## src/rtl/kw_arb_pkg.sv

```systemverilog
// Shared types and helpers for the weighted round-robin arbiter.
package kw_arb_pkg;

  localparam int CREDIT_W = 4;

  typedef logic [CREDIT_W-1:0] credit_t;

  // A zero weight would starve the client, so it is treated as one transfer.
  function automatic logic [31:0] weff(input logic [31:0] w);
    return (w == 32'd0) ? 32'd1 : w;
  endfunction

  function automatic int onehot_to_idx(input logic [31:0] v);
    int idx;
    idx = 0;
    for (int i = 0; i < 32; i++) begin
      if (v[i]) idx = i;
    end
    return idx;
  endfunction

endpackage

```

## src/rtl/kw_arb_rr_pick.sv

```systemverilog
// Rotating-priority pick: first request at or above ptr, wrapping around.
module kw_arb_rr_pick #(
  parameter int N = 4,
  localparam int IDX_W = $clog2(N)
) (
  input  logic [N-1:0]     req,
  input  logic [IDX_W-1:0] ptr,
  output logic [N-1:0]     gnt
);

  logic [2*N-1:0] dbl;
  logic [2*N-1:0] thr;
  logic [2*N-1:0] masked;
  logic           found;

  // Upper copy of the request vector covers the wrap past N-1.
  assign dbl    = {req, req};
  assign thr    = {(2*N){1'b1}} << ptr;
  assign masked = dbl & thr;

  always_comb begin
    gnt   = '0;
    found = 1'b0;
    for (int j = 0; j < 2*N; j++) begin
      if (masked[j] && !found) begin
        gnt[j % N] = 1'b1;
        found      = 1'b1;
      end
    end
  end

endmodule

```

## src/rtl/kw_arb_wrr.sv

```systemverilog
// Weighted round-robin arbiter with per-client burst credit, request mask and
// grant lock; the grant is combinational from the registered owner state.
module kw_arb_wrr
  import kw_arb_pkg::*;
#(
  parameter int N        = 4,
  parameter int WEIGHT_W = CREDIT_W,
  localparam int IDX_W   = $clog2(N)
) (
  input  logic                  clock,
  input  logic                  reset_n,
  input  logic [N-1:0]          request,
  input  logic [N-1:0]          mask,
  input  logic [N-1:0]          lock,
  input  logic [N*WEIGHT_W-1:0] weight,
  input  logic                  accept,
  output logic [N-1:0]          grant,
  output logic [IDX_W-1:0]      grant_index,
  output logic                  granted,
  output logic                  parked,
  output logic                  locked
);

  logic [N-1:0]          cur;
  logic [WEIGHT_W-1:0]   credit;
  logic [IDX_W-1:0]      ptr;

  logic [N-1:0]          eligible;
  logic [N-1:0]          pick;
  logic [N-1:0]          grant_c;
  logic                  own_elig;
  logic                  own_lock;
  logic                  hold;
  logic [WEIGHT_W-1:0]   wsel;
  logic [WEIGHT_W-1:0]   acc_w;
  logic [WEIGHT_W-1:0]   credit_new;
  logic [IDX_W-1:0]      g_idx;
  logic [IDX_W-1:0]      ptr_nxt;

  assign eligible = request & ~mask;
  assign own_elig = |(cur & eligible);
  assign own_lock = |(cur & lock);
  assign hold     = own_elig && ((credit != '0) || own_lock);

  kw_arb_rr_pick #(.N(N)) u_pick (
    .req (eligible),
    .ptr (ptr),
    .gnt (pick)
  );

  assign grant_c = hold ? cur : pick;

  always_comb begin
    wsel = '0;
    for (int i = 0; i < N; i++) begin
      if (grant_c[i]) wsel = weight[i*WEIGHT_W +: WEIGHT_W];
    end
  end

  assign acc_w      = {{(WEIGHT_W-1){1'b0}}, accept};
  assign credit_new = WEIGHT_W'(weff(32'(wsel))) - acc_w;
  assign g_idx      = IDX_W'(onehot_to_idx(32'(grant_c)));
  assign ptr_nxt    = (g_idx == IDX_W'(N-1)) ? '0 : g_idx + IDX_W'(1);

  // Outputs are gated during reset; parked intentionally is not.
  assign grant       = reset_n ? grant_c : '0;
  assign grant_index = IDX_W'(onehot_to_idx(32'(grant)));
  assign granted     = |grant;
  assign parked      = ~|eligible;
  assign locked      = reset_n && hold && own_lock;

  // A non-hold grant always reloads credit, even when the same owner wins again.
  always_ff @(posedge clock or negedge reset_n) begin
    if (!reset_n) begin
      cur    <= '0;
      credit <= '0;
      ptr    <= '0;
    end else if (grant_c == '0) begin
      cur    <= '0;
      credit <= '0;
    end else if (!hold) begin
      cur    <= grant_c;
      credit <= credit_new;
      ptr    <= ptr_nxt;
    end else begin
      credit <= (credit == '0) ? '0 : credit - acc_w;
    end
  end

endmodule

```

## config.mk

```make
export PLATFORM = sky130hd
export DESIGN_NAME = kw_arb_wrr
export DESIGN_NICKNAME = d
export VERILOG_FILES = /design/src/rtl/kw_arb_pkg.sv /design/src/rtl/kw_arb_rr_pick.sv /design/src/rtl/kw_arb_wrr.sv
export SDC_FILE = /design/constraint.sdc
export NUM_CORES = 1
export LEC_CHECK = 0
export CORE_UTILIZATION = 30
export CTS_CLUSTER_SIZE = 16
export DETAILED_ROUTE_END_ITERATION = 12
export GPL_TIMING_DRIVEN = 0
export PLACE_DENSITY_LB_ADDON = 0.25
export SYNTH_ARGS = -nofsm -noshare
export SYNTH_HDL_FRONTEND = slang
export SYNTH_SLANG_ARGS = --single-unit
```

## constraint.sdc

```tcl
create_clock -name clock -period 3.7 [get_ports clock]
set_input_delay 0.74 -clock clock [delete_from_list [all_inputs] [get_ports clock]]
set_output_delay 0.74 -clock clock [all_outputs]
set_load 0.02 [all_outputs]
```

Word level (Yosys, flattened, before mapping)
Index checks and enable logic that the tools add are counted.
Widths: inputs -> output; s select.
{"block": "totals", "output_inout_bits": 9, "register_bits": 10, "elab_cells": 77}
{"block": "op_classes", "n_shift": 1, "muxes": 33, "bitwise_logic": 7, "n_addsub": 3, "n_eq_ne": 2, "reduce_logical": 28}
{"cell": "$mux 4", "count": 12}
{"cell": "$mux 1", "count": 16}
{"cell": "$reduce_or 4->1", "count": 4}
{"cell": "$and 4x4->4", "count": 3}
{"cell": "$logic_not 4->1", "count": 3}
{"cell": "$logic_and 1x1->1", "count": 10}
{"cell": "$mux 2", "count": 5}
{"cell": "$and 8x8->8", "count": 1}
{"cell": "$logic_not 1->1", "count": 8}
{"cell": "$shl 8x2->8 const A", "count": 1}
{"cell": "$sub 4x1->4", "count": 2}
{"cell": "$not 4->4", "count": 1}
{"cell": "$reduce_bool 4->1", "count": 1}
{"cell": "$add 2x1->2 const B", "count": 1}
{"cell": "$eq 2x2->1 const B", "count": 1}
{"cell": "$ne 2x1->1 const B", "count": 1}
{"cell": "$not 1->1", "count": 2}
{"cell": "$reduce_and 2->1", "count": 1}
{"cell": "$logic_or 1x1->1", "count": 1}

Longest topological paths before layout
Gate-level depths: netlist (run 1).
{"block": "logic_depth", "depth_word": 35, "mapped_depth": 15, "mapped_depth_nobuf": 13}

By module
Synthesis (run 1) repeated with hierarchy kept, for this count alone.
{"block": "hier_totals", "hier_cells": 136, "area_unflattened_um2": 1124.8}
{"module": "kw_arb_wrr", "n_inst": 1, "cells_per_inst": 120, "area_per_inst_um2": 1017.2, "seq_area_each_um2": 250.2}
{"module": "kw_arb_rr_pick", "n_inst": 1, "cells_per_inst": 16, "area_per_inst_um2": 107.6, "seq_area_each_um2": 0.0}

Least setup slack after synthesis (run 1)
OpenSTA, ideal clock, no wires.
{"block": "synth_path", "kind": "input to output", "startpoint": "input port lock[0]", "endpoint": "output port granted", "arrival_ps": 2752, "setup_slack_ps": 208, "n_path_buf": 1, "required_time_ps": 2960, "stages": 8, "path_cell_list": "a22oi_2 -> nand2_2 -> o21ai_4 -> mux2_2 -> buf_4 -> and2_1 -> or2_1 -> or3_1"}
{"block": "synth_via", "elab_chain_cells": 7}
{"item": "start: declaration", "line": "kw_arb_wrr.sv:14", "source": "input logic [N-1:0] lock,"}
{"item": "$and 4x4->4", "line": "kw_arb_wrr.sv:42", "source": "assign own_lock = |(cur & lock);"}
{"item": "$reduce_or 4->1", "line": "kw_arb_wrr.sv:42"}
{"item": "$logic_or 1x1->1", "line": "kw_arb_wrr.sv:43", "source": "assign hold = own_elig && ((credit != '0) || own_lock);"}
{"item": "$logic_and 1x1->1", "line": "kw_arb_wrr.sv:43"}
{"item": "$mux 4", "line": "kw_arb_wrr.sv:51", "source": "assign grant_c = hold ? cur : pick;"}
{"item": "$mux 4", "line": "kw_arb_wrr.sv:66", "source": "assign grant = reset_n ? grant_c : '0;"}
{"item": "net grant[3]", "line": "kw_arb_wrr.sv:17", "source": "output logic [N-1:0] grant,"}
{"item": "$reduce_or 4->1", "line": "kw_arb_wrr.sv:68", "source": "assign granted = |grant;"}
{"item": "end: declaration", "line": "kw_arb_wrr.sv:19", "source": "output logic granted,"}
The timed path passes the listed nets, and every way through them passes these cells.

Worst setup path after layout (run 1)
{"block": "layout_path", "startpoint": "input port mask[0]", "endpoint": "output port granted"}
{"block": "layout_via", "elab_chain_cells": 28}
{"item": "start: declaration", "line": "kw_arb_wrr.sv:13", "source": "input logic [N-1:0] mask,"}
{"item": "$not 4->4 *", "line": "kw_arb_wrr.sv:40", "source": "assign eligible = request & ~mask;"}
{"item": "$and 4x4->4 *", "line": "kw_arb_wrr.sv:40"}
{"item": "$and 8x8->8", "line": "kw_arb_rr_pick.sv:19", "source": "assign masked = dbl & thr;"}
{"item": "$mux 1", "line": "kw_arb_rr_pick.sv:25", "source": "if (masked[j] && !found) begin"}
{"item": "$logic_not 1->1", "line": "kw_arb_rr_pick.sv:25"}
{"item": "$logic_and 1x1->1", "line": "kw_arb_rr_pick.sv:25"}
{"item": "$mux 1", "line": "kw_arb_rr_pick.sv:25"}
{"item": "$logic_not 1->1", "line": "kw_arb_rr_pick.sv:25"}
{"item": "[... 12 more ...]"}
{"item": "$logic_and 1x1->1", "line": "kw_arb_rr_pick.sv:25"}
{"item": "$mux 1", "line": "kw_arb_rr_pick.sv:25"}
{"item": "$logic_not 1->1", "line": "kw_arb_rr_pick.sv:25"}
{"item": "$logic_and 1x1->1", "line": "kw_arb_rr_pick.sv:25"}
{"item": "$mux 1", "line": "kw_arb_rr_pick.sv:25"}
{"item": "$mux 4 *", "line": "kw_arb_wrr.sv:51"}
{"item": "$mux 4 *", "line": "kw_arb_wrr.sv:66"}
{"item": "$reduce_or 4->1 *", "line": "kw_arb_wrr.sv:68"}
Every way passes the cells marked *; elsewhere a longest branch is shown, timed or not.

==> results of run 1 <==
## cells in the final DEF, fill, tap and decap left out, types with 4 or more instances in the layout
master	n
o21ai_0	4
clkdlybuf4s50_1	22
dlygate4sd2_1	4
dfrtp_1	10
buf_4	12
nand2_1	14
and2_1	4
nor2_1	7
dlymetal6s2s_1	12
a21oi_1	6
nor2b_1	5
inv_1	7
## worst paths after layout
check / from / endpoint / slack, ps / cells past startpoint
worst max-delay path: mask[0] / granted / 130 / 10
max in group asynchronous: reset_n / cur[3] / 2450 / 1
worst min register to register: cur[1] / cur[1] / 610 / 2
min in group asynchronous: reset_n / ptr[1] / 850 / 1
worst max register to register: cur[2] / credit[3] / 560 / 13
worst min-delay path: cur[1] / cur[1] / 610 / 2
## kinds of logic after synthesis
kind of cell / Yosys count / synth area share, %
adders and majority gates: 3 / 3.71
DFF: 10 / 24.7
muxes: 5 / 5.56
and+or+nand+nor: 50 / 28.1
xor gates and xnor gates: 3 / 2.60
buffers and inverters: 9 / 3.83
AOI/OAI and AO/OA: 38 / 31.5
## per-stage QoR
step                setup TNS, ps  utilization, %  hold slack (ps)
finish                          0            53.2              606
detailed placement          -2670            46.6              587
global route                    0            53.2              658
floorplan                       0               -              444
CTS                          -340            49.3              607
global placement            -2590            46.6              579
## cell type report
cell class | count | area share [%]
multi-input cells | 99 | 46.5
repair buffers | 51 | 30.4
flip-flops and latches | 10 | 15.0
well taps | 44 | 3.31
clock buffers | 4 | 2.18
inverters | 7 | 1.58
plain buffers | 2 | 0.977
## routing by layer
metal / share of wire [%] / track usage, % / vias to the layer above
met5: 0 / 0 / -
met4: 0.69 / 3.99 / 0
met3: 4.2 / 3.68 / 5
met2: 52 / 30.2 / 27
met1: 43 / 20.4 / 506
li1: - / - / 550
## worst max-delay path, cell delays in order
cell and delay [ps]:
dlymetal6s2s_1 140, and2b_2 230, a21boi_1 70, o221a_2 330, mux2_4 290, buf_6 120
and2_1 150, or2_1 240, or3_4 370, buf_6 140
## flip-flops by register name, indices dropped and copies added, names as in the netlist
| name | count |
|---|---|
| credit | 4 |
| cur | 4 |
| ptr | 2 |
## power breakdown
group / internal [W] / switching [W] / leakage (nW)
registers: 0.000148 / 0.0000368 / 0.128
clock network: 0.0000598 / 0.0000397 / 0.0210
logic: 0.000256 / 0.000282 / 0.656
total: 0.000464 / 0.000358 / 0.805
## repair_timing
item,4_1_cts,5_1_grt
buffers inserted,4,8
pin swaps,1,8
setup endpoints to repair,8,7
hold buffers,0,0
resized for setup,13,22
==> results_dict.tcl, run 1 <==
set metrics [dict create \
    seq_area_um2 250 \
    crit_path_end_kind "primary output" \
    ys.warnings.count 0 \
    finalHoldViolCount 0 \
    ant_nets 0 \
    place_worst_setup_slack_ps -614 \
    fmax_mhz 281 \
    worst_slew_pin_slew_ps 612 \
    synth_area_leaders "dfrtp_1 (25%), nand2_1 (5.2%), nor2b_1 (4.3%)" \
    peakVddDrop_v 0.000215 \
    core_um2 3130 \
    dieArea_um2 3610 \
    grt_max_degree 17 \
    critPathRequiredTime_ps 2960 \
    drt-pass1-iter-count 4 \
    grt_first_pass_wirelength_um 4570 \
    multiInputGateArea_um2 774 \
    cp-start-kind "primary input" \
    clockBufferDepth 2 \
    ys_types 53 \
    async_flop_share_pct 100 \
    cts_sinks 10 \
    leakagePower_nw 0.805 \
    diodes 0 \
    finalInstanceArea_um2 1670 \
    syn_inst 118 \
    seq_area_frac_synth_pct 24.7 \
    crit_path_max_fanout 4 \
    status "finished, final reports clean" \
    dp_hpwl_um 2130 \
    synth_ff_type "dfrtp_1" \
    antenna_found_initial 0 \
    ios 40 \
    drv_cap 0 \
    synth_most_common_cell "nand2_1" \
    place_area_um2 1460 \
    avgSynthCellArea_um2 8.58 \
    n_fill_cell 300 \
    cts-root-buf "clkbuf_4" \
    final_cells 217 \
    setup_ws_ps 135 \
    die_w_um 60.1 \
    grt_pass1_vias 1027 \
    numCtsBuffers 3 \
    worstSkewPairLatency_ps 270 \
    slew_headroom_pct 59.1 \
    grt-ovfl-total 0 \
    setup_viol 0 \
    totalWireLength_um 2910 \
    yosys.area.top_type "dfrtp_1" \
    num_rows 20 \
    fin_crit_sh_pct 96.4 \
    rsz0062_at_grt "no" \
    drt_iter0_drc 31 \
    vias_per_cell 5.01 \
    hp-class "reg2reg" \
    synth_nets 152 \
    nets 208 \
    syn-cell-area_um2 1010 \
    gp_congestion 0.786 \
    io_buffer_count 39 \
    powerDensity_nw_per_um2 494 \
    post_drt_wl_per_cell_um 13.4 \
    critPathArrivalTime_ps 2830 \
    skew_ps 5.59 \
    layout-drive-gt1-share_pct 24.3 \
    area_growth_pct 64.5 \
    synth_edf_count 0 \
    ys_ff_latch 10 \
    period_minus_slack_ps 3570 \
    placed_cells 201 \
    die_y_um 60.1 \
    cts_max_level 1 \
    synth_common_cells "nand2_1 (14), dfrtp_1 (10), inv_1 (7), nor2_1 (7), nor2b_1 (7)" \
    drc 0 \
    start_util_pct 32.4 \
    grt_use_total_pct 16.9 \
    num_vias 1088 \
    clk_pin_slew_ps 60 \
    critPathKind "in2out" \
    power_w 0.000822 \
    tritoncts "yes" \
    synth.top_cell.area_share_pct 24.7 \
    finalMaxSlewViolations 0 \
]
Power figures use the tool's default switching activity.
==> inputs of run 2 (changes only) <==
Settings changed: CORE_ASPECT_RATIO from default to 1.25, TNS_END_PERCENT from default to 5.
==> results_dict.tcl, run 2 (synthesized netlist as in run 1, its figures left out) <==
set metrics [dict create \
    io_buffer_count 39 \
    crit_path_end_kind "primary output" \
    critPathKind "in2out" \
    die_w_um 54.0 \
    fin_crit_sh_pct 97.8 \
    post_drt_wl_per_cell_um 14.2 \
    hold_buffers 0 \
    ant_nets 0 \
    layout-drive-gt1-share_pct 26.4 \
    cts-root-buf "clkbuf_8" \
    grt-ovfl-total 0 \
    dieArea_um2 3610 \
    dp_hpwl_um 2240 \
    clockBufferDepth 2 \
    dr_wl_met2_um 1550 \
    r2r-start "credit[3]" \
    power_w 0.000868 \
    drt_iter0_drc 22 \
    powerDensity_nw_per_um2 513 \
    slew_headroom_pct 57.3 \
    grt_first_pass_wirelength_um 4660 \
    setup_ws_ps 80.8 \
    reg2reg_to "credit[3]" \
    period_minus_slack_ps 3620 \
    critPathArrivalTime_ps 2880 \
    final_cell_mix "clkdlybuf4s50_1 (24), nand2_1 (14), buf_4 (14)" \
    wl_met3_um 172 \
    grt_max_degree 17 \
    cp-start-kind "primary input" \
    fmax_mhz 276 \
    r2r_slack_ps 590 \
    drt-pass1-iter-count 4 \
    seq_area_um2 250 \
    numCtsBuffers 3 \
    top_regs "credit (4), cur (4), ptr (2)" \
    drv_cap 0 \
    antenna_found_initial 0 \
    worstSkewPairLatency_ps 240 \
    m1WireLength_um 1200 \
    multiInputGateArea_um2 797 \
    cts_max_level 1 \
    layout_commonest_cell "clkdlybuf4s50_1" \
    start_util_pct 31.4 \
    n_fill_cell 317 \
    grt_pass1_vias 1045 \
    crit_start "request[3]" \
    worstPathCellList "clkdlybuf4s50_1 > nand3b_1 > o2111ai_4 > o21ai_4 > mux2_4 > buf_8 > and2_1 > or2_1 > or3_4 > buf_6" \
    highest_layer "met4" \
    ios 40 \
    drc 0 \
    finalMaxSlewViolations 0 \
    cts_sinks 10 \
    grt_use_total_pct 18.0 \
    num_vias 1107 \
    skew_ps 1.29 \
    cp.depth 10 \
    critPathSlowestCell "clkdlybuf4s50_1" \
    clk_pin_slew_ps 50 \
    area_growth_pct 67.0 \
    die_y_um 66.9 \
    status "finished, final reports clean" \
    cp_top_family "simple AND/OR/NAND/NOR gates" \
    vias_per_cell 5.25 \
    num_rows 23 \
    rr_worst_depth 14 \
    setup_viol 0 \
    hp-class "reg2reg" \
    worst_slew_pin_slew_ps 625 \
    totalWireLength_um 2990 \
    leakagePower_nw 0.797 \
    endpoint "granted" \
    diodes 0 \
    gp_congestion 0.765 \
    core_um2 3220 \
    finalHoldViolCount 0 \
    crit_path_max_fanout 5 \
    peakVddDrop_v 0.000219 \
    critPathBufInv 3 \
    place_worst_setup_slack_ps -619 \
    nets 210 \
    critPathRequiredTime_ps 2960 \
    hold_slack_ps 577 \
    critical-path-max-stage-delay_ps 480 \
    tritoncts "yes" \
]
## run 2: report_power, final
| part | internal, W | switching (W) | total (W) | leakage, nW |
|---|---|---|---|---|
| sequential | 0.000148 | 0.0000387 | 0.000187 | 0.128 |
| combinational | 0.000277 | 0.000290 | 0.000568 | 0.647 |
| clock | 0.0000712 | 0.0000420 | 0.000113 | 0.0216 |
## run 2: stage by stage
step                utilization (%)  cells  setup TNS, ps  area, um^2
floorplan                         -    118              0        1010
global placement               45.0    194          -2660        1450
detailed placement             45.0    194          -2700        1450
CTS                            47.2    199           -388        1520
global route                   52.4    211          -4.50        1690
finish                         52.4    211              0        1690
## run 2: how the worst min path moves through the flow
| stage | from | slack [ps] | depth (start not counted) | end |
|---|---|---|---|---|
| after floorplan | reset_n | 440 | 0 | credit[0] |
| after global placement | ptr[0] | 570 | 2 | ptr[0] |
| after detailed placement | cur[1] | 570 | 2 | cur[1] |
| after CTS | cur[1] | 580 | 2 | cur[1] |
| after global routing | cur[1] | 630 | 2 | cur[1] |
| final | cur[1] | 580 | 2 | cur[1] |
## run 2: per-layer routing
metal / vias up / track usage, %
met5: - / 0
met4: 0 / 7.57
met3: 8 / 3.88
met2: 40 / 32.4
met1: 513 / 19.3
li1: 546 / -
## run 2: timing repair
action                                  4_1_cts  5_1_grt
gates resized for setup                      15       22
endpoints found under the setup margin        8        7
buffers inserted                              2       12
pin swaps                                     1       11
## run 2: area by class of cell
class / instances / share of cell area (%)
Buffer: 2 / 1.18
Inverter: 7 / 1.55
Tap cell: 37 / 2.74
Timing Repair Buffer: 53 / 30.1
Multi-Input combinational cell: 99 / 47.2
Clock buffer: 3 / 2.44
Sequential cell: 10 / 14.8
## run 2: worst register-to-register path, delay by kind of cell (launching register included)
kind                       cells  cell delay [ps]
AOI/OAI and AO/OA              5             1010
xor gates and xnor gates       1              170
adders and majority gates      1              230
buffers and inverters          3              350
DFF                            1              410
muxes                          1              340
and+or+nand+nor                3              480
==> inputs of run 3 (changes only) <==
Clock period 3.7 ns to 4.6 ns, I/O delays scaled along.
==> results_dict.tcl, run 3 (synthesized netlist as in run 1, its figures left out) <==
set metrics [dict create \
    status "finished, final reports clean" \
    cts-root-buf "clkbuf_8" \
    grt_pass1_vias 1027 \
    start_util_pct 31.4 \
    finalHoldViolCount 0 \
    place_worst_setup_slack_ps -78.7 \
    num_rows 23 \
    internal_power_w 0.000362 \
    netSwitchingFraction_pct 42.9 \
    cp-start-kind "primary input" \
    p_switching_w 0.000271 \
    powerDensity_nw_per_um2 421 \
    dp_hpwl_um 2240 \
    area_growth_pct 48.5 \
    totalWireLength_um 2740 \
    final_cell_mix "clkdlybuf4s50_1 (38), nand2_1 (14), dfrtp_1 (10)" \
    die_w_um 54.0 \
    setup_viol 0 \
    diodes 0 \
    layout_commonest_cell "clkdlybuf4s50_1" \
    period_minus_slack_ps 4420 \
    num_vias 1029 \
    grt-ovfl-total 0 \
    crit_path_end_kind "primary output" \
    rsz0062_at_grt "no" \
    hold_path.startpoint "cur[1]" \
    hold_buffers 0 \
    dieArea_um2 3610 \
    combPwrFrac_pct 62.2 \
    fin_crit_sh_pct 96.1 \
    nets 197 \
    top_regs "credit (4), cur (4), ptr (2)" \
    numCtsBuffers 3 \
    critPathKind "in2out" \
    leakagePower_nw 0.618 \
    setup_ws_ps 179 \
    layout-drive-gt1-share_pct 14.3 \
    p_seq_share_pct 23.8 \
    reg2reg_to "credit[2]" \
    grt_max_degree 17 \
    skew_ps 1.53 \
    seq_area_um2 250 \
    finalMaxSlewViolations 0 \
    drv_cap 0 \
    critPathArrivalTime_ps 3500 \
    hold_depth 2 \
    tritoncts "yes" \
    r2r_slack_ps 1260 \
    multiInputGateArea_um2 729 \
    grt_use_total_pct 17.6 \
    fmax_mhz 226 \
    crit_path_max_fanout 10 \
    pwr-share-clk_pct 14.0 \
    peakVddDrop_v 0.000168 \
    clk_pin_slew_ps 40 \
    drt-pass1-iter-count 4 \
    setup_tns_ps 0 \
    r2r-start "cur[1]" \
    hp-class "reg2reg" \
    cts_sinks 10 \
    drc 0 \
    worstSkewPairLatency_ps 230 \
    n_fill_cell 337 \
    ant_nets 0 \
    drt_iter0_drc 18 \
    slew_headroom_pct 58.5 \
    post_drt_wl_per_cell_um 13.8 \
    rr_worst_depth 14 \
    gp_congestion 0.765 \
    io_buffer_count 39 \
    cts_max_level 1 \
    ios 40 \
    antenna_found_initial 0 \
    whs_endpoint "cur[1]" \
    die_y_um 66.9 \
    clockBufferDepth 2 \
    critPathRequiredTime_ps 3680 \
    power_w 0.000633 \
    grt_first_pass_wirelength_um 4550 \
    vias_per_cell 5.20 \
    core_um2 3220 \
    fin_util_pct 46.6 \
    worst_slew_pin_slew_ps 621 \
]
-- run 3: power by group through the flow --
stage          Combinational [W]  Clock (W)  Sequential [W]
2_1_floorplan           0.000278          0        0.000142
3_3_place_gp            0.000382          0        0.000149
3_5_place_dp            0.000390          0        0.000151
4_1_cts                 0.000393  0.0000913        0.000150
5_1_grt                 0.000441  0.0000964        0.000155
6_report                0.000394  0.0000886        0.000151
-- run 3: final cells by class --
class,count,area share [%]
Clock buffer,3,2.75
Multi-Input combinational cell,99,48.5
Inverter,7,1.75
Buffer,2,0.833
Timing Repair Buffer,40,26.4
Sequential cell,10,16.7
Tap cell,37,3.08
-- run 3: worst max-delay path by stage --
stage | from | to | slack, ps | cells past startpoint
after floorplan | lock[0] | granted | 750 | 8
after CTS | mask[0] | parked | 80 | 7
after global placement | mask[0] | granted | -60 | 10
after detailed placement | lock[2] | granted | -80 | 10
after global routing | mask[0] | grant_index[1] | 1 | 9
final | mask[0] | granted | 180 | 10
-- run 3: per-stage QoR --
stage | hold slack [ps] | cell area (um^2) | cells
after floorplan | 525 | 1010 | 118
after global placement | 574 | 1450 | 194
after detailed placement | 571 | 1450 | 194
after CTS | 583 | 1500 | 198
after global routing | 639 | 1500 | 198
final | 581 | 1500 | 198
-- run 3: critical path, cell delays in order --
cell	delay [ps]
clkdlybuf4s50_1	430
and2b_1	260
a21boi_0	100
o221a_2	320
mux2_2	300
buf_4	180
and2_1	160
or2_1	210
or3_1	290
dlygate4sd2_1	330
-- run 3: metal layers --
layer	GRT usage [%]	part of all wire (%)	up-vias
met5	0	0	-
met3	3.88	5.6	4
met4	6.25	1.4	0
li1	-	-	522
met1	19.3	41	470
met2	31.6	52	33
-- run 3: timing repair --
| item | CTS | global route |
|---|---|---|
| endpoints found under the setup margin | 1 | 1 |
| hold endpoints to repair | 0 | 0 |
| pin swaps | 1 | 0 |
| gates resized for setup | 1 | 1 |
| setup buffers | 1 | 0 |
==> variant 1, RTL diff (config.mk and constraints of run 2) <==
Set the package constant `CREDIT_W` to 5 (it was 4).
--- a/src/rtl/kw_arb_pkg.sv
+++ b/src/rtl/kw_arb_pkg.sv
@@ -3,3 +3,3 @@
 
-  localparam int CREDIT_W = 4;
+  localparam int CREDIT_W = 5;
 
Interface: changed (resized weight); port bits go from 40 to 44. No check against the original RTL was run, so the function may have changed too.
==> variant 1 against run 2 <==
- sequential cell count rose by 1
- final area up 22%
- routed wire length increased by 31%
- setup slack gained 49 ps
- non-clock buffer count is 7 higher
- clock skew grew 1.7 ps
- synthesized area grew 19%
- power is 29% higher
- largest power group unchanged
- highest routed layer unchanged
==> variant 1: results (changes against run 2) <==
drt:
  num_vias: 1361  # +23%
  dr.pass1.iters: 4  # unchanged
  wirelength_mm: 3.92  # +31%
  drtIter0Drc: 58  # +160%
  antenna_left: 0  # unchanged
flow_run:
  drv_cap: 0  # unchanged
placed_design:
  numPlacedInstances: 235  # +21%
  post-dp-hpwl_mm: 2.86  # +28%
  gp_congestion: 0.834  # +9.0%
  portBuffers: 43  # +10%
synthesis:
  synth_common_cells: "nand2_1 (12), dfrtp_1 (11), o21ai_0 (7)"
  yosysUniqueCellTypes: 55  # +3.8%
  ys_seq_area_share_pct: 22.8  # -1.9 points
  avgSynthCellArea_um2: 8.76  # +2.1%
  async_flop_share_pct: 100  # unchanged
  syn_nets: 177  # +16%
  yosys-top-cells-area: "dfrtp_1 (23%), ha_1 (4.1%), mux2i_4 (3.7%), nand2_1 (3.7%), nand2b_1 (3.1%)"
  yosys_warnings: 0  # unchanged
  ys.flop_type: "dfrtp_1"
worst_hold_path:
  hp-class: "flop to flop"
  min_path_cells: 2  # unchanged
final_layout:
  drive_above_1_share_pct: 30.5  # +4.1 points
  n_antenna_cell: 0  # unchanged
  finalNetCount: 243  # +16%
  fin_cells: 257  # +22%
  top_regs: "credit x5, cur x4, ptr x2"
worst_setup_path:
  cp_max_fo: 6  # +1
  ff2ff_path_depth: 16  # +2
  cpLargestDelayFamily: "buffers and inverters"
  slowest_stage: "clkdlybuf4s50_1"
  arrival_ps: 2830  # -50 ps
  slowest_delay_ps: 600  # +120 ps
power:
  p_sw_share_pct: 43.9  # +1.2 points
  leakagePower_nw: 0.942  # +18%
  peakVddDrop_mv: 0.407  # +86%
cts:
  worstSkewPairLatency_ps: 240  # about the same
  clock_path_buffers: 2  # unchanged
  root_buffer: "clkbuf_8"
  clk_pin_slew_ps: 50  # about the same
  htreeDepth: 1  # unchanged
  cts_buffers: 3  # unchanged
grt:
  grt_pass1_wl_mm: 6.00  # +29%
  antenna_found_initial: 0  # unchanged
  grt_pass1_vias: 1338  # +28%
  grt_max_degree: 18  # +1
  grtUsageTotal_pct: 18.2  # +0.17 points
sta:
  clock_skew_ps: 2.99  # +1.70 ps
  worst_pin_slew_ps: 610  # -14.9 ps
status:
  status: "complete, no violations"
-- variant 1: power by group through the flow --
stage,clock network (mW),registers [mW],logic (mW)
floorplan,0,0.201,0.455
global placement,0,0.214,0.610
CTS,0.123,0.214,0.668
detailed placement,0,0.216,0.631
global route,0.135,0.229,0.845
finish,0.120,0.221,0.779
-- variant 1: cells by family (layout without fill, tap and decap cells) --
kind of cell	Yosys count	in the layout	synth area share, %
muxes	7	7	8.07
and+or+nand+nor	50	50	23.1
buffers and inverters	11	76	4.24
AOI/OAI and AO/OA	49	49	33.3
DFF	11	11	22.8
xor gates and xnor gates	6	6	4.35
adders and majority gates	4	4	4.14
-- variant 1: tightest hold or removal path, stage by stage (launching register included) --
cell	delay [ps]
dfrtp_1	350
xor2_1	90
o22ai_2	130
-- variant 1: final timing paths --
check / startpoint / end / slack, ps
worst max-delay path: mask[0] / grant[1] / 130
worst min-delay path: credit[3] / credit[3] / 610
worst max register to register: credit[2] / credit[4] / 430
worst min register to register: credit[3] / credit[3] / 610
max in group asynchronous: reset_n / cur[1] / 2420
min in group asynchronous: reset_n / credit[0] / 880
-- variant 1: cell type report --
type                       count  area, um^2
buffer                         1        11.3
clock buffer                   4        45.0
fill                         369        1750
inverter                      10        42.5
multi-input combinational    116        1000
sequential                    11         275
tap                           54        67.6
timing repair buffer          61         617
-- variant 1: stage by stage --
stage               hold slack, ps  worst slack, ps  TNS, ps  area (um^2)  utilization [%]
finish                         613              130        0         2060             54.0
global route                   649             12.4        0         2060             54.0
CTS                            619            -78.4     -139         1820             47.8
detailed placement             607             -763    -4210         1710             44.7
global placement               581             -692    -3580         1710             44.7
floorplan                      444              193        0         1210                -
-- variant 1: routing by layer --
layer | track usage [%] | part of all wire, %
met2 | 31.7 | 54
met3 | 4.43 | 4.4
met1 | 21.2 | 37
met5 | 0 | 0
met4 | 6.61 | 4.3
-- variant 1: timing repair --
item	in CTS	in global routing
hold buffers	0	0
pin swaps	3	10
endpoints found under the setup margin	10	11
setup buffers	6	12
gates resized for setup	17	32
cloned	0	0
==> variant 2, RTL diff (config.mk and constraints of run 2) <==
Without the edit above. Make the reset (`reset_n`) synchronous in one clocked block.
--- a/src/rtl/kw_arb_wrr.sv
+++ b/src/rtl/kw_arb_wrr.sv
@@ -72,3 +72,3 @@
   // A non-hold grant always reloads credit, even when the same owner wins again.
-  always_ff @(posedge clock or negedge reset_n) begin
+  always_ff @(posedge clock) begin
     if (!reset_n) begin
Formal check against the unedited RTL: same outputs for any inputs over 10 cycles, from zero or initial values and one cycle with reset_n low; that may be too few to reach the edited logic, so the function may still have changed.
==> variant 2 against run 2 <==
- combinational power is 30% lower
- first-iteration DRC count is 18% higher
- sequential cell count stayed put
- count of clock-buffer cells in the layout is 1 higher
- final area is 14% higher
- synthesized area is 7.5% higher
- die area is 7.3% higher
- routed wire length is 20% higher
- power is 21% lower
- clock skew is 2.5 ps higher
- cell count is 9.0% higher
- core utilization is 2.8 points higher
- setup slack better by 120 ps
- clock power is 26% higher
==> variant 2: results (changes against run 2) <==
placed_design:
  pre_cts_ws_ps: -844  # -225 ps
  post-dp-hpwl_mm: 2.55  # +14%
  gp_congestion: 0.779  # +1.8%
  portBuffers: 38  # -2.6%
drt:
  wirelength_mm: 3.58  # +20%
  drtIter0Drc: 26  # +18%
synthesis:
  synthXorXnorAreaFrac_pct: 1.61  # -0.99 points
  ys_seq_area_share_pct: 18.4  # -6.3 points
  async_flop_share_pct: 0  # -100 points
  syn_nets: 161  # +5.9%
  yosys-top-cells-area: "dfxtp_1 (18%), ha_1 (4.6%), nor2_1 (4.5%), nand2_1 (3.8%), a21oi_1 (2.8%)"
  synth_compound_area_share_pct: 38.0  # +6.5 points
  ys.flop_type: "dfxtp_1"
  yosysUniqueCellTypes: 56  # +5.7%
  muxShareOfSynthArea_pct: 2.99  # -2.6 points
  yosys.cell_count.top_type: "nor2_1"
final_layout:
  finalNetCount: 227  # +8.1%
  drive_above_1_share_pct: 34.0  # +7.6 points
sta:
  clock_skew_ps: 3.75  # +2.46 ps
  layout_min_cycle_time_ps: 3490  # -125 ps
  slew_headroom_pct: 68.3  # +11 points
power:
  leakagePower_nw: 0.862  # +8.2%
  peakVddDrop_mv: 0.232  # +6.2%
worst_setup_path:
  crit_start: "credit[1]"
  slowest_stage: "or4_4"
  r2r_setup_slack_ps: 210  # -380 ps
  arrival_ps: 3680  # +800 ps
grt:
  use_met2_pct: 32.1  # -0.28 points
  grt_max_degree: 11  # -6
  use_met3_pct: 2.24  # -1.6 points
  grtUsageTotal_pct: 17.8  # -0.17 points
  grt_pass1_vias: 1297  # +24%
status:
  status: "complete, no violations"
cts:
  cts_resized: 16  # +1
==> variant 2: final timing paths <==
path	endpoint	depth (start not counted)
worst min-delay path	cur[0]	2
worst max register to register	credit[3]	15
worst min register to register	cur[0]	2
worst max-delay path	credit[3]	15
==> variant 2: layout make-up <==
| cell class | count | area [um^2] | share of cell area [%] |
|---|---|---|---|
| Tap cell | 39 | 48.8 | 2.53 |
| Timing Repair Buffer | 61 | 587 | 30.5 |
| Buffer | 2 | 18.8 | 0.975 |
| Clock buffer | 4 | 55.1 | 2.86 |
| Inverter | 6 | 22.5 | 1.17 |
| Sequential cell | 10 | 200 | 10.4 |
| Multi-Input combinational cell | 108 | 993 | 51.6 |
==> variant 2: routing by layer <==
metal  up-vias  share of wire [%]
met5         -                  0
met4         0                2.1
met3         9                3.2
met2        25                 53
met1       618                 42
li1        621                  -
==> variant 2: metrics by stage <==
step | std cells | hold slack [ps] | utilization [%] | cell area, um^2
floorplan | 126 | 519 | - | 1090
global placement | 203 | 566 | 43.6 | 1520
detailed placement | 203 | 580 | 43.6 | 1520
CTS | 214 | 596 | 48.5 | 1690
global route | 230 | 619 | 55.3 | 1930
finish | 230 | 592 | 55.3 | 1930
==> variant 2: cells by family after synthesis <==
kind of cell,Yosys count
adders and majority gates,4
DFF,10
AOI/OAI and AO/OA,42
and+or+nand+nor,57
xor gates and xnor gates,2
buffers and inverters,8
muxes,3
==> variant 2: power by group <==
part           leakage [nW]  switching (mW)  internal [mW]  total [mW]
Sequential           0.0822          0.0183          0.124       0.142
Clock                0.0288          0.0477         0.0939       0.142
Combinational         0.751           0.181          0.219       0.400
Total                 0.862           0.247          0.437       0.684
